--- config.mk ---
export PLATFORM = sky130hd
export DESIGN_NAME = fancy_counter_multi
export DESIGN_NICKNAME = d
export VERILOG_FILES = /design/src/rtl/fancy_counter_pkg.sv /design/src/rtl/fancy_delay_line.sv /design/src/rtl/fancy_counter_multi.sv
export SDC_FILE = /design/constraint.sdc
export NUM_CORES = 1
export LEC_CHECK = 0
export CORE_MARGIN = 3
export CORE_UTILIZATION = 58
export DETAILED_ROUTE_END_ITERATION = 10
export PLACE_DENSITY = 0.87
export SETUP_SLACK_MARGIN = 0.15
export SLEW_MARGIN = 25
export SYNTH_ARGS = -nofsm -noshare
export SYNTH_HDL_FRONTEND = slang
export SYNTH_HIERARCHICAL = 1
export SYNTH_SLANG_ARGS = --single-unit
--- constraint.sdc ---
create_clock -name clk -period 4.4 [get_ports clk]
set_clock_uncertainty 0.05 [all_clocks]
set_input_delay 0.88 -clock clk [delete_from_list [all_inputs] [get_ports clk]]
set_output_delay 0.88 -clock clk [all_outputs]
set_load 0.01 [all_outputs]
--- src/rtl/fancy_counter_pkg.sv ---
// Shared constants for the fancy counter family: the special-value table of
// the fancy transform and the direction encoding.
package fancy_counter_pkg;

   localparam int FANCY_IN0  = 0;
   localparam int FANCY_OUT0 = 17;
   localparam int FANCY_IN1  = 1;
   localparam int FANCY_OUT1 = 1287;
   localparam int FANCY_IN2  = 17;
   localparam int FANCY_OUT2 = 2137;

   localparam logic DIR_UP   = 1'b0;
   localparam logic DIR_DOWN = 1'b1;

endpackage

--- src/rtl/fancy_delay_line.sv ---
// DELAY-stage shift register with synchronous reset; advances only when shift=1
// so that it tracks the counter's advances rather than raw clock cycles.
module fancy_delay_line #(
   parameter int WIDTH = 16,
   parameter int DELAY = 1
) (
   input  logic             clk,
   input  logic             reset,
   input  logic             shift,
   input  logic [WIDTH-1:0] din,
   output logic [WIDTH-1:0] dout
);

   logic [WIDTH-1:0] stage [DELAY];

   // NOTE: the stage array is tiny and its reset value is observable through
   // fancy_data, so every stage is reset rather than left as uninitialised memory.
   always_ff @(posedge clk) begin
      if (reset) begin
         for (int i = 0; i < DELAY; i++) stage[i] <= '0;
      end else if (shift) begin
         stage[0] <= din;
         for (int i = 1; i < DELAY; i++) stage[i] <= stage[i-1];
      end
   end

   assign dout = stage[DELAY-1];

endmodule

--- src/rtl/fancy_counter_multi.sv ---
// Up/down loadable counter with wrap/saturate boundary handling, terminal-count
// strobe, sticky overflow and the fancy transform over the count and its delayed copy.
module fancy_counter_multi
   import fancy_counter_pkg::*;
#(
   parameter int WIDTH = 16,
   parameter int DELAY = 1
) (
   input  logic             clk,
   input  logic             reset,
   input  logic             en,
   input  logic             dir,
   input  logic             sat,
   input  logic             load,
   input  logic [WIDTH-1:0] load_value,
   input  logic             clr_ovf,
   output logic [WIDTH-1:0] data,
   output logic [WIDTH-1:0] fancy_data,
   output logic             tc,
   output logic             ovf
);

   logic [WIDTH-1:0] cnt;
   logic [WIDTH-1:0] cnt_next;
   logic [WIDTH-1:0] delayed;
   logic             boundary;

   assign boundary = (dir == DIR_UP) ? (cnt == '1) : (cnt == '0);
   assign tc       = en & ~load & ~reset & boundary;

   // NOTE: every signal written here gets a default first so no path leaves
   // it unassigned, which would otherwise infer a latch.
   always_comb begin
      cnt_next = cnt;
      if (load) begin
         cnt_next = load_value;
      end else if (en) begin
         if (!boundary)
            cnt_next = (dir == DIR_UP) ? cnt + WIDTH'(1) : cnt - WIDTH'(1);
         else if (!sat)
            cnt_next = (dir == DIR_UP) ? '0 : '1;
      end
   end

   // NOTE: state registers use non-blocking assignments so every flop samples
   // pre-edge values regardless of statement order.
   always_ff @(posedge clk) begin
      if (reset) begin
         cnt <= '0;
         ovf <= 1'b0;
      end else begin
         cnt <= cnt_next;
         if (tc)
            ovf <= 1'b1;
         else if (clr_ovf)
            ovf <= 1'b0;
      end
   end

   // The delay line captures the pre-update count on every advance or load.
   fancy_delay_line #(
      .WIDTH (WIDTH),
      .DELAY (DELAY)
   ) u_delay (
      .clk   (clk),
      .reset (reset),
      .shift (load | en),
      .din   (cnt),
      .dout  (delayed)
   );

   always_comb begin
      fancy_data = (delayed ^ cnt) + cnt;
      if (cnt == WIDTH'(FANCY_IN0))
         fancy_data = WIDTH'(FANCY_OUT0);
      else if (cnt == WIDTH'(FANCY_IN1))
         fancy_data = WIDTH'(FANCY_OUT1);
      else if (cnt == WIDTH'(FANCY_IN2))
         fancy_data = WIDTH'(FANCY_OUT2);
   end

   assign data = cnt;

endmodule

==> results of run 1 <==
-- metal layers --
metal | part of all wire | vias to the layer above
li1 | - | 1507
met4 | 0.037 | 0
met2 | 0.47 | 198
met5 | 0 | -
met3 | 0.085 | 46
met1 | 0.41 | 1540
-- report_power, final --
part           leakage [nW]  internal, mW  total [mW]  switching [mW]
clock                0.0430         0.106       0.221           0.114
sequential            0.326         0.348       0.378          0.0301
combinational          1.21         0.296       0.609           0.312
total                  1.58         0.751        1.21           0.457
-- final cells by class --
class / instances / area (sq um) / share of cell area
Clock buffer: 5 / 68.8 / 0.0175
Multi-Input combinational cell: 300 / 2170 / 0.550
Sequential cell: 33 / 823 / 0.209
Timing Repair Buffer: 71 / 673 / 0.171
Clock inverter: 3 / 12.5 / 0.00318
Inverter: 28 / 105 / 0.0267
Tap cell: 70 / 87.6 / 0.0223
-- sequential cells by signal, summed over array words and instances, names as in the netlist --
name	flops
u_delay/stage	16
data	16
ovf	1
-- cells in the final DEF, fill, tap and decap left out, drive strengths merged, types with 3 or more instances in the layout --
cell | Yosys | final
and3b | 17 | 17
xnor2 | 13 | 13
nand4 | 3 | 3
edfxtp | 16 | 16
inv | 27 | 27
o221ai | 6 | 6
clkdlybuf4s50 | 0 | 56
mux2i | 10 | 10
nand2b | 6 | 6
clkbuf | 8 | 5
ha | 18 | 18
xor2 | 17 | 17
clkinv | 1 | 4
a31oi | 5 | 5
nand2 | 40 | 40
nor2b | 4 | 4
nor3 | 5 | 5
a221oi | 4 | 4
or4 | 4 | 4
o21ai | 20 | 20
mux2 | 3 | 3
dfxtp | 17 | 17
o211ai | 6 | 6
a21oi | 27 | 27
nor2 | 28 | 28
a211oi | 4 | 4
nand3 | 16 | 16
buf | 16 | 15
o31ai | 6 | 6
and3 | 5 | 5
-- worst max path at each step --
stage / from / to / slack [ns]
finish: u_delay/stage[0][2]$_SDFFCE_PN0P_ / fancy_data[15] / 0.31
global placement: dir / tc / 0.44
detailed placement: dir / tc / 0.39
global route: u_delay/stage[0][2]$_SDFFCE_PN0P_ / fancy_data[15] / 0.19
CTS: data[8]$_SDFFE_PP0P_ / fancy_data[5] / 0.28
floorplan: data[1]$_SDFFE_PP0P_ / fancy_data[15] / 1.33
-- kinds of logic after synthesis --
group	after synthesis	share of synthesized area
muxes	13	0.0413
DFF	33	0.253
adders and majority gates	18	0.0695
buffers and inverters	52	0.0807
AOI/OAI and AO/OA	98	0.220
and+or+nand+nor	141	0.254
xor gates and xnor gates	30	0.0811
-- timing repair --
action,in CTS,in global routing
hold buffers,0,0
buffers inserted,0,0
endpoints found under the setup margin,0,7
gates resized for setup,0,3
-- cells in the mapped netlist, drive strengths merged, types with 5 or more instances --
master	count
a31oi	5
o211ai	6
o31ai	6
dfxtp	17
xnor2	13
ha	18
o21ai	20
o221ai	6
nand2	40
nand2b	6
mux2i	10
and3	5
edfxtp	16
and3b	17
nor3	5
inv	27
clkbuf	8
xor2	17
nand3	16
a21oi	27
buf	16
nor2	28
-- critical path: stages (launching register included) --
cell             delay (ns)
edfxtp_1               0.41
inv_1                  0.08
ha_1                   0.23
xor2_1                 0.18
o31ai_1                0.48
a21o_1                 0.25
a31oi_1                0.17
o31ai_1                0.32
xnor2_1                0.12
nor2_1                 0.09
clkdlybuf4s50_1        0.54
==> run metrics, run 1 <==
Setup WS pre-CTS=around 0.39 ns; setup ws final=0.313 ns; Core Box Area=0.00524 sq mm; worst min path class=reg2reg; CTS clock-pin slew for the worst setup and hold paths=0.07 ns; vias in the first global route=3283; Final Power=1.21 mW; Worst VDD drop=between 0.00015 and 0.0002 V; Syn Inst Count=between 300 and 400; initial antenna violation count=0; worst slew pin tran=1.01 ns; Max-Cap Viols=0; Lkg Pwr=1.58 nW; CP Capture Type=output pin; design area=0.00394 sq mm; dpl cells=approximately 500; ANT nets after route=0; latest clock arrival within the worst-skew pair=~0.29 ns; Max clock buf depth=2; sequential fraction of the synthesis area=0.253; largest net degree at the start of global routing=35; Hold Path Depth=2; M1 GR Usage=0.360; hold_sp=ovf$_SDFFE_PP0P_; Setup Viol. Count Final=0; Top FF cell, synth=dfxtp_1; CTS root buffer=clkbuf_8; fin crit period=4.09 ns; number of synthesized register bits=33; Yosys top cell by area=edfxtp_1; number of remaining DRC errors=0; largest cells by area after synthesis=edfxtp_1 15%, dfxtp_1 11%, ha_1 7.0%, xor2_1 4.6%, nand2_1 4.5%; share of cells above drive strength 1=0.123; filler cell count in the final layout=393; worst path required time=3.47 ns; flop2flop setup slack=1.38 ns; Starting Density=0.618; NumNets Final=480; First-pass DRT Iterations=5; GR Layer Usage met3=0.0432; # IOs=57; final hold slack=~0.44 ns; yosys warns=6; period utilization=0.929; Most Crowded Layer GR=met2; R2R cell count=9; CP max FO=3; syn_nets=426; row count=26; Area after DPL=roughly 0.0038 sq mm; vias=3291; Slew Viols, Final=0; Synth Cell Area=0.00324 sq mm; HPWL after detailed placement=6.59 mm; Worst slew margin=0.324; count of input and output buffers=56; power per cell area=307 mW/mm^2; antenna cells=0; Die W=80.7 um; share of the synthesized area in the top cell type=0.148; FFs w/ async S/R, synth=0; RSZ-0062 raised after global routing=no; Hold Fails Final Rpt=0; Startpoint Class=flip-flop; GRT Overall Usage=0.289; fmax=245 MHz; end-of-flow core utilization=0.752; first-pass GRT wire length=between 15 and 20 mm; Initial DRC Count=about 240; Sinks on Clock Net=33; Die Y=slightly above 80 um; Worst Path Arrival=3.16 ns; area grow syn2layout=21.5%; fin cells=510; Routed WL per cell=17.8 um; final setup TNS=0 ns; status=completed; CTS tree=yes; met2 Use GR=0.488; final WL=9.07 mm; global-route congestion overflow total=0; GPL Wtd Cong=0.992; number of flops mapped to enable cells by yosys=16; reg2reg end=data[6]$_SDFFE_PP0P_; Inserted Clock Buffers=5; hold endpoint=ovf$_SDFFE_PP0P_; syn_area_per_cell=8.41 sq um; Die Area=0.00652 sq mm; CP Class=reg2out; Via density=6.45; synth unique cells=70; CTS HTree Levels=2; reg2reg start=data[0]$_SDFFE_PP0P_
Note: power is estimated with default switching activity, not from simulation.
==> run 2: changes to the inputs <==
Settings changed: CAP_MARGIN set to 15, CORE_UTILIZATION 58 to 54, PLACE_DENSITY 0.87 to 0.81.
Clock period 4.4 ns to 4.6 ns, I/O delays scaled along.
==> run metrics, run 2 (same netlist as run 1, synthesis figures left out) <==
GRT Overall Usage=0.257; Sinks on Clock Net=33; Die Area=0.00696 sq mm; number of remaining DRC errors=0; ANT nets after route=0; hold_sp=ovf$_SDFFE_PP0P_; first-pass GRT wire length=roughly 15 mm; Startpoint Class=flip-flop; worst path bufs/invs=1; Net Switching=437 uW; flop2flop setup slack=1.88 ns; Largest delay share family, worst path=flip-flops; CTS HTree Levels=2; CTS root buffer=clkbuf_8; Slew Viols, Final=0; Max stage delay cell, worst path=dfxtp_1; First-pass DRT Iterations=5; Setup Viol. Count Final=0; # IOs=57; initial antenna violation count=0; CTS tree=yes; Core Box Area=0.00564 sq mm; reg2reg start=data[0]$_SDFFE_PP0P_; Power Internal=721 uW; Clk pwr share=0.191; crit-path cells=ha_1 > xnor2_1 > nand2_1 > nor3_1 > a31oi_1 > o31ai_1 > xnor2_1 > nor2_1 > clkdlybuf4s50_1; Initial DRC Count=300; Reg power frac=0.314; commonest non-fill, non-tap cell in the layout=clkdlybuf4s50_1; RSZ-0062 raised after global routing=no; power per cell area=295 mW/mm^2; Worst slew margin=0.355; Post-CTS Setup Inserts=0; design area=0.00392 sq mm; Die Y=83.5 um; antenna cells=0; status=completed; CP Class=reg2out; latest clock arrival within the worst-skew pair=0.29 ns; Switching Fraction=0.377; HPWL after detailed placement=6.59 mm; GPL Wtd Cong=0.952; hold endpoint=ovf$_SDFFE_PP0P_; most frequent cells in the layout=56 x clkdlybuf4s50_1, 39 x nand2_1, 27 x inv_1; Inserted Clock Buffers=5; final setup TNS=0 ns; final WL=8.85 mm; reg2reg end=data[3]$_SDFFE_PP0P_; period utilization=0.915; worst path required time=between 3 and 4 ns; worst slew pin tran=approximately 0.97 ns; NumNets Final=between 400 and 500; critical path's largest stage delay=0.62 ns; Starting Density=0.574; Routed WL per cell=17.3 um; fin crit period=approximately 4.2 ns; Area after DPL=0.00384 sq mm; Hold Buf Count CTS=0; area grow syn2layout=21.1%; Worst VDD drop=approximately 0.00017 V; Die W=83.5 um; largest net degree at the start of global routing=35; worst min path class=reg2reg; fmax=238 MHz; CP max FO=14; combinational share of power=0.494; post-CTS sizing=0; Via density=slightly above 6; Max-Cap Viols=0; Max clock buf depth=2; vias in the first global route=3134; vias=3168; CP Capture Type=output pin; Hold Path Depth=2; Lkg Pwr=1.57 nW; Hold Fails Final Rpt=0; R2R cell count=9; row count=27; cell mode on critical path=xnor2_1; global-route congestion overflow total=0; share of cells above drive strength 1=0.118; count of input and output buffers=56; Worst Path Arrival=around 3.2 ns; CTS clock-pin slew for the worst setup and hold paths=0.07 ns
==> run 2: cell types whose count changed in the layout (fill, tap and decap cells not counted) <==
cell	change
a311o_1	-1
a311o_2	+1
buf_4	-1
clkbuf_1	+2
clkinv_1	-2
dfxtp_1	+2
dfxtp_2	-2
nor4_2	+1
nor4_4	-1
==> run 2: worst max-delay path by stage <==
stage / depth (start not counted) / startpoint / to
after detailed placement: 8 / dir / tc
after global placement: 8 / dir / tc
after CTS: 9 / data[9]$_SDFFE_PP0P_ / fancy_data[15]
final: 9 / data[9]$_SDFFE_PP0P_ / fancy_data[15]
after floorplan: 8 / data[1]$_SDFFE_PP0P_ / fancy_data[15]
after global routing: 9 / data[9]$_SDFFE_PP0P_ / fancy_data[15]
==> run 2: layout make-up <==
cell class,instances,area [sq um]
multi-input cells,300,2160
fillers,451,1720
flip-flops and latches,33,821
repair buffers,70,666
inverters,28,105
well taps,72,90.1
clock buffers,7,76.3
clock inverters,1,5.00
==> run 2: layer usage <==
| metal | track usage | vias up | wire length [um] | share of wire |
|---|---|---|---|---|
| met1 | 0.346 | 1484 | 3870 | 0.44 |
| li1 | - | 1507 | - | - |
| met2 | 0.424 | 146 | 4170 | 0.47 |
| met3 | 0.0296 | 31 | 578 | 0.065 |
| met5 | 0 | - | 0 | 0 |
| met4 | 0.0921 | 0 | 224 | 0.025 |
==> run 2: per-stage QoR <==
| step | hold WS [ns] | power [mW] | setup WS, ns | std cells | util |
|---|---|---|---|---|---|
| 3_3_place_gp | 0.421 | 0.926 | 0.559 | 503 | 0.680 |
| 4_1_cts | 0.437 | 1.16 | 0.384 | 511 | 0.695 |
| 6_report | 0.433 | 1.16 | 0.392 | 511 | 0.695 |
| 2_1_floorplan | 0.443 | 0.716 | 1.49 | 385 | - |
| 5_1_grt | 0.471 | 1.22 | 0.169 | 511 | 0.695 |
| 3_5_place_dp | 0.425 | 0.938 | 0.541 | 503 | 0.680 |
==> run 2: worst min-delay path: stages, from the launching register on <==
cell      delay (ns)
dfxtp_1         0.32
nand2b_1        0.06
a21oi_1         0.06
==> run 2: power by group through the flow <==
stage | clock network [mW] | logic (mW) | registers (mW)
4_1_cts | 0.222 | 0.571 | 0.363
6_report | 0.222 | 0.573 | 0.364
3_5_place_dp | 0 | 0.568 | 0.369
3_3_place_gp | 0 | 0.557 | 0.368
5_1_grt | 0.234 | 0.623 | 0.368
2_1_floorplan | 0 | 0.350 | 0.366
==> run 3: changes to the inputs <==
Settings changed: ABC_AREA set to 1, CORE_ASPECT_RATIO set to 1.5, CORE_UTILIZATION 54 to 56, PLACE_DENSITY 0.81 to 0.82.
==> run metrics, run 3 <==
Synth Cell Area=0.00376 sq mm; number of synthesized register bits=33; syn_nets=around 650; CP Class=reg2out; Worst VDD drop=0.000201 V; Hold Fails Final Rpt=0; fin crit period=4.04 ns; synth unique cells=35; vias in the first global route=3889; number of remaining DRC errors=0; final setup TNS=0 ns; CTS root buffer=clkbuf_8; most frequent cells in the layout=173 x nand2_1, 83 x inv_1, 83 x nor2_1; Starting Density=0.596; share of cells above drive strength 1=0.0920; hold_sp=ovf$_SDFFE_PP0P_; Die Area=0.00775 sq mm; initial antenna violation count=0; HPWL after detailed placement=8.72 mm; filler cell count in the final layout=between 500 and 600; CTS HTree Levels=2; antenna cells=0; dpl cells=729; ANT nets after route=0; worst path required time=3.63 ns; count of input and output buffers=56; reg2reg start=data[0]$_SDFFE_PP0P_; global-route congestion overflow total=0; latest clock arrival within the worst-skew pair=0.29 ns; DR top layer=met4; GPL Wtd Cong=0.962; First-pass DRT Iterations=4; first-pass GRT wire length=17.6 mm; Final Power=~1.2 mW; CP Capture Type=output pin; CTS clock-pin slew for the worst setup and hold paths=0.07 ns; Hold Path Depth=2; Sinks on Clock Net=33; final hold slack=0.460 ns; power per cell area=277 mW/mm^2; row count=35; largest net degree at the start of global routing=22; met1 WL=4.02 mm; syn_area_per_cell=slightly above 6 sq um; FFs w/ async S/R, synth=0; Slew Viols, Final=0; largest cells by area after synthesis=nand2_1 17%, edfxtp_1 13%, dfxtp_1 9.1%, inv_1 8.3%, nor2_1 8.3%; Inserted Clock Buffers=5; Via density=5.45; R2R cell count=12; number of flops mapped to enable cells by yosys=16; Yosys top cell by area=nand2_1; NumNets Final=703; commonest non-fill, non-tap cell in the layout=nand2_1; top-count cell post-synth=nand2_1; area grow syn2layout=16.5%; Post-CTS Setup Inserts=0; status=completed; final WL=between 10 and 15 mm; vias=4015; reg2reg end=data[0]$_SDFFE_PP0P_; Worst slew margin=0.647; Top FF cell, synth=dfxtp_1; Max clock buf depth=2; Worst Path Arrival=3.07 ns; Initial DRC Count=between 150 and 200; GRT Overall Usage=0.286; CP max FO=10; commonest cells in the netlist=173 x nand2_1, 83 x inv_1, 83 x nor2_1, 44 x nand3_1, 32 x o21ai_0; fmax=248 MHz; # IOs=57; flop2flop setup slack=2.33 ns; worst slew pin tran=0.529 ns; Area after DPL=roughly 0.0043 sq mm; hold endpoint=ovf$_SDFFE_PP0P_; yosys warns=6; Hold Buf Count CTS=0; WL met2=5.56 mm; post-CTS sizing=0; RSZ-0062 raised after global routing=no; share of the synthesized area in the top cell type=0.173; met3 wire len=567 um; period utilization=0.877; Syn Inst Count=612; Die W=72.9 um; Die Y=106 um; fin cells=737; CTS tree=yes; Lkg Pwr=2.07 nW; design area=~0.0044 sq mm; worst min path class=reg2reg; Routed WL per cell=between 10 and 15 um; Core Box Area=roughly 0.0063 sq mm; Startpoint Class=flip-flop; Max-Cap Viols=0; Setup Viol. Count Final=0; sequential fraction of the synthesis area=0.219
==> run 3: where the power goes <==
group / total (mW) / internal (mW) / switching, mW
logic: 0.622 / 0.275 / 0.347
registers: 0.369 / 0.332 / 0.0371
clock network: 0.220 / 0.105 / 0.115
total: 1.21 / 0.712 / 0.499
==> run 3: kinds of logic after synthesis <==
kind of cell / Yosys count / share of synthesized area
simple gates: 355 / 0.431
buf+inv: 111 / 0.137
compound gates: 73 / 0.103
flops: 33 / 0.219
xor+xnor: 22 / 0.0513
fa+ha+maj: 18 / 0.0600
==> run 3: critical path, stage by stage (launching register included) <==
cell             delay [ns]
dfxtp_1                0.59
ha_1                   0.32
xnor2_1                0.42
nand2_1                0.17
nor2_1                 0.23
nand2_1                0.07
o21bai_1               0.18
nand2_1                0.11
nor2_1                 0.04
nor2_1                 0.11
clkdlybuf4s50_1        0.53
==> run 3: layer usage <==
| metal | up-vias | track usage |
|---|---|---|
| li1 | 2021 | - |
| met1 | 1793 | 0.317 |
| met2 | 156 | 0.519 |
| met3 | 45 | 0.0265 |
| met4 | 0 | 0.154 |
| met5 | - | 0 |
==> run 3: how the worst max path moves through the flow <==
stage / start / end / slack [ns] / cells past startpoint
after floorplan: dir / tc / 1.72 / 6
after global placement: dir / tc / 0.85 / 7
after detailed placement: dir / tc / 0.80 / 7
after CTS: data[10]$_SDFFE_PP0P_ / fancy_data[13] / 0.58 / 10
after global routing: data[10]$_SDFFE_PP0P_ / fancy_data[13] / 0.35 / 10
final: data[10]$_SDFFE_PP0P_ / fancy_data[13] / 0.56 / 10
==> run 3: layout make-up <==
class / instances / area, sq um / share of cell area
sequential: 33 / 821 / 0.188
timing repair buffer: 64 / 621 / 0.142
clock inverter: 2 / 10.0 / 0.00229
multi-input combinational: 468 / 2420 / 0.553
inverter: 90 / 338 / 0.0772
tap: 74 / 92.6 / 0.0212
clock buffer: 6 / 72.6 / 0.0166
==> run 3: per-stage QoR <==
step                      setup WS, ns   util
after floorplan                   1.72      -
after global placement           0.850  0.681
after detailed placement         0.804  0.681
after CTS                        0.576  0.694
after global routing             0.352  0.694
final                            0.564  0.694
